**src/rtl/mem_wb_stage.sv**
```systemverilog
// MEM/WB pipeline stage: retires ALU, link and load results into the
// register file, waiting on data memory with a bounded load timeout.
module mem_wb_stage #(
  parameter int unsigned TIMEOUT = 15
) (
  input  logic        Clk,
  input  logic        Rst,
  input  logic        InValid,
  input  logic [4:0]  InRd,
  input  logic [63:0] InAlu,
  input  logic [63:0] InPC,
  input  logic        InIsLoad,
  input  logic        InIsLink,
  input  logic        InRegWrite,
  input  logic        Flush,
  input  logic [63:0] MemData,
  input  logic        MemRdy,
  output logic        Stall,
  output logic [4:0]  WReg,
  output logic [63:0] Data,
  output logic        WE,
  output logic        MemErr,
  output logic [15:0] RetCount
);

  typedef enum logic [1:0] {
    IDLE      = 2'd0,
    LOAD_WAIT = 2'd1,
    ERR       = 2'd2
  } state_e;

  localparam logic [4:0] XZR  = 5'd31;
  localparam logic [4:0] LINK = 5'd30;
  localparam logic [7:0] LAST = 8'(TIMEOUT - 1);

  state_e      state_q, state_d;
  logic [7:0]  cnt_q, cnt_d;
  logic [4:0]  rd_q, rd_d;
  logic        rw_q, rw_d;
  logic        we_q, we_d;
  logic [4:0]  wreg_q, wreg_d;
  logic [63:0] data_q, data_d;
  logic        err_q, err_d;
  logic [15:0] ret_q, ret_d;
  logic        accept;
  logic        retire;

  assign accept = (state_q == IDLE) && InValid && !Flush;

  always_comb begin
    state_d = state_q;
    cnt_d   = cnt_q;
    rd_d    = rd_q;
    rw_d    = rw_q;
    we_d    = 1'b0;
    wreg_d  = wreg_q;
    data_d  = data_q;
    err_d   = err_q;
    retire  = 1'b0;
    unique case (state_q)
      IDLE: begin
        if (accept) begin
          if (InIsLink) begin
            retire = 1'b1;
            we_d   = 1'b1;
            wreg_d = LINK;
            data_d = InPC + 64'd4;
          end else if (InIsLoad) begin
            state_d = LOAD_WAIT;
            cnt_d   = 8'd0;
            rd_d    = InRd;
            rw_d    = InRegWrite;
          end else begin
            retire = 1'b1;
            if (InRegWrite && InRd != XZR) begin
              we_d   = 1'b1;
              wreg_d = InRd;
              data_d = InAlu;
            end
          end
        end
      end
      LOAD_WAIT: begin
        // flush beats a same-cycle MemRdy; MemRdy beats the timeout
        if (Flush) begin
          state_d = IDLE;
        end else if (MemRdy) begin
          state_d = IDLE;
          retire  = 1'b1;
          if (rw_q && rd_q != XZR) begin
            we_d   = 1'b1;
            wreg_d = rd_q;
            data_d = MemData;
          end
        end else if (cnt_q == LAST) begin
          state_d = ERR;
          err_d   = 1'b1;
        end else begin
          cnt_d = cnt_q + 8'd1;
        end
      end
      ERR: begin
        err_d = 1'b1;
      end
      default: begin
        state_d = IDLE;
      end
    endcase
  end

  always_comb begin
    ret_d = ret_q;
    if (retire && ret_q != 16'hFFFF) begin
      ret_d = ret_q + 16'd1;
    end
  end

  always_ff @(posedge Clk or negedge Rst) begin
    if (!Rst) begin
      state_q <= IDLE;
      cnt_q   <= 8'd0;
      rd_q    <= 5'd0;
      rw_q    <= 1'b0;
      we_q    <= 1'b0;
      wreg_q  <= 5'd0;
      data_q  <= 64'd0;
      err_q   <= 1'b0;
      ret_q   <= 16'd0;
    end else begin
      state_q <= state_d;
      cnt_q   <= cnt_d;
      rd_q    <= rd_d;
      rw_q    <= rw_d;
      we_q    <= we_d;
      wreg_q  <= wreg_d;
      data_q  <= data_d;
      err_q   <= err_d;
      ret_q   <= ret_d;
    end
  end

  assign Stall    = (state_q != IDLE);
  assign WReg     = wreg_q;
  assign Data     = data_q;
  assign WE       = we_q;
  assign MemErr   = err_q;
  assign RetCount = ret_q;

endmodule

```
**config.mk**
```make
export PLATFORM = sky130hd
export DESIGN_NAME = mem_wb_stage
export DESIGN_NICKNAME = d
export VERILOG_FILES = /design/src/rtl/mem_wb_stage.sv
export SDC_FILE = /design/constraint.sdc
export NUM_CORES = 1
export LEC_CHECK = 0
export BUFFER_PORTS_ARGS = -buffer_cell sky130_fd_sc_hd__buf_2
export CAP_MARGIN = 20
export CORE_MARGIN = 2
export CORE_UTILIZATION = 29
export DETAILED_ROUTE_END_ITERATION = 7
export PLACE_DENSITY = 0.58
export SLEW_MARGIN = 10
export SYNTH_ARGS = -nofsm -noshare
export SYNTH_HDL_FRONTEND = slang
export SYNTH_SLANG_ARGS = --single-unit
export TNS_END_PERCENT = 20
```
**constraint.sdc**
```tcl
create_clock -name Clk -period 5.85 [get_ports Clk]
set_input_delay 0.585 -clock Clk [delete_from_list [all_inputs] [get_ports Clk]]
set_output_delay 0.585 -clock Clk [all_outputs]
set_load 0.02 [all_outputs]
```
==> flow_metrics.tcl <==
set metrics [dict create \
    die-area_mm2 0.0241 \
    ys.flop_type "dfrtp_1" \
    ys_ff_latch 103 \
    synth_cells 775 \
    syn_to_final_growth_pct 30.5 \
    place_inst 1313 \
    critPathCaptureType "flip-flop" \
    grt_overflow 0 \
    drc 0 \
    yosysTopAreaCell "dfrtp_1" \
    synth_simple_gate_area_share_pct 26.4 \
    maxCapViolCount 0 \
    cellLeakagePower_uw 0.00405 \
    fp-row-count 55 \
    max_freq_ghz 0.266 \
    track_usage_pct 20.4 \
    cts_resized 0 \
    slew-limit-headroom_pct 32.9 \
    fp.dieW_um 155 \
    rsz0062_at_grt "no" \
    cts.sinks 103 \
    ir_drop_uv 184 \
    syn_nets 984 \
    hold_viol_final 0 \
    root_buffer "clkbuf_16" \
    clkTransAtPathRegs_ns 0.08 \
    status "completed" \
    synth_area_leaders "dfrtp_1 (39%), xor2_1 (5.6%), nand2_1 (5.1%), a21oi_1 (4.5%), xnor2_1 (4.2%)" \
    port-buffer-count 292 \
    drtIter0Drc 401 \
    worst_slew_pin_slew_ns 1.01 \
    postCtsSetupBuffers 0 \
    fillCellCount 2370 \
    grt_max_degree 58 \
    clockBufferDepth 2 \
    multi_input_area_mm2 0.00383 \
    grt_pass1_vias 6783 \
    critical_path.max_fanout 57 \
    async_flop_share_pct 100 \
    wl_per_cell_um 18.5 \
    period_share_pct 64.2 \
    crit_type "flip-flop to flip-flop" \
    yosys.area_share.xor_xnor_pct 9.78 \
    synth_top_family_by_area "simple AND/OR/NAND/NOR gates" \
    synth-edff-count 0 \
    start_util_pct 29.4 \
    synthAdderAreaFrac_pct 0.755 \
    layout_setup_ws_ns 2.10 \
    io_pins 293 \
    min_period_ns 3.75 \
    clock_latency_ns 0.36 \
    ant_nets 0 \
    synthMuxAreaShare_pct 0.604 \
    yosys_warnings 0 \
    cts_hold_buf 0 \
    worstPathRequired_ns 6.10 \
    die_h_um 155 \
    p_per_area_mw_per_mm2 352 \
    syn_area_per_cell_um2 8.55 \
    skew_ns 0.00755 \
    seq_area_frac_synth_pct 38.9 \
    vias 6979 \
    slew_violations 0 \
    yosysUniqueCellTypes 62 \
    htreeDepth 3 \
    netlist_top_cells_count "dfrtp_1 (103), nand2_1 (90), nor2_1 (63), a21oi_1 (59)" \
    arrival_ns 4.01 \
    seqCellArea_mm2 0.00258 \
    holdCritPathClass "primary input to asynchronous set/reset pin" \
    yosysMostFrequentCell "dfrtp_1" \
    totalWireLength_um 24600 \
    synth-compound-area-share_pct 20.1 \
    cts_tree "yes" \
    vias_per_cell 5.25 \
    place.gp.congestion 0.838 \
    place_ws_ns 2.04 \
    synth_top_area_share_pct 38.9 \
    dp_hpwl_um 18500 \
    netlist_area_mm2 0.00663 \
    drt_first_pass_iters 5 \
    nets 1248 \
    cts_buffers 9 \
    setup_viol 0 \
    post_layout_nonfiller_instances 1330 \
    final.setup.tns_ns 0 \
    grt_pass1_wl_um 37900 \
    drive_gt1_share_pct 34.0 \
    antenna_found_initial 3 \
    cp-start-kind "flip-flop" \
    coreArea_mm2 0.0225 \
]
cells by family (layout without fill, tap and decap cells):
kind of cell,after synthesis,after routing
buffers and inverters,57,326
AO/OA/AOI/OAI,203,203
XOR/XNOR,74,74
flip-flops,103,103
multiplexers,4,4
adder cells (fa/ha/maj),4,4
other,0,1
AND/OR/NAND/NOR,330,330
per-layer routing:
metal / part of all wire, % / track usage (%)
met5: 0 / 0
met2: 47 / 32.6
met1: 45 / 27.4
met4: 2.4 / 7.41
met3: 6.1 / 4.01
final cells by class:
cell class                      instances  area share (%)
Timing Repair Buffer                  298            17.4
Antenna cell                            1          0.0289
Tap cell                              285            4.12
Clock inverter                          6            1.01
Clock buffer                           10            2.76
Sequential cell                       103            29.8
Inverter                               12           0.521
Multi-Input combinational cell        615            44.3
placed cells by master (no fill, tap or decap), drive strengths merged, types with 14 or more instances in the layout:
cell / count
a21oi: 60
and3: 41
buf: 298
dfrtp: 103
inv: 15
nand2: 93
nand3: 50
nand4: 25
nor2: 65
o21ai: 62
o221ai: 14
xnor2: 32
xor2: 42
power breakdown:
| group | total (uW) | switching [uW] | internal [uW] |
|---|---|---|---|
| clock network | 682 | 324 | 358 |
| registers | 1170 | 182 | 983 |
| logic | 1190 | 744 | 450 |
critical path, cell delays in order, from the launching register on:
cell and delay [ns]:
dfrtp_1 0.46, nand2b_2 0.83, nor3b_2 0.20, and3_1 0.32
nor2_4 0.60, inv_2 0.60, and3_1 0.40, a211o_1 0.22
sequential cells by signal, indices dropped and copies added (netlist names):
name      flops
Data         64
MemErr        1
RetCount     16
WE            1
WReg          5
cnt_q         8
rd_q          5
rw_q          1
state_q       2
per-stage QoR:
step | hold WS, ns | utilization [%] | area [um^2] | power (uW)
floorplan | 0.289 | - | 6630 | 1880
global placement | 0.460 | 37.0 | 8320 | 2360
detailed placement | 0.469 | 37.0 | 8320 | 2380
CTS | 0.254 | 38.4 | 8650 | 3080
global route | 0.269 | 38.4 | 8650 | 3240
finish | 0.236 | 38.4 | 8650 | 3040
worst paths after layout:
kind	to	cells after the start	start	slack, ns
setup reg to reg	Data[28]	7	state_q[1]	2.10
min in group Clk	rd_q[4]	3	InRd[4]	0.44
hold / removal	RetCount[2]	1	Rst	0.24
hold reg to reg	Data[20]	2	Data[20]	0.48
max in group asynchronous	Data[53]	2	Rst	4.37
setup / recovery	Data[28]	7	state_q[1]	2.10
(Power assumes the default switching activity.)
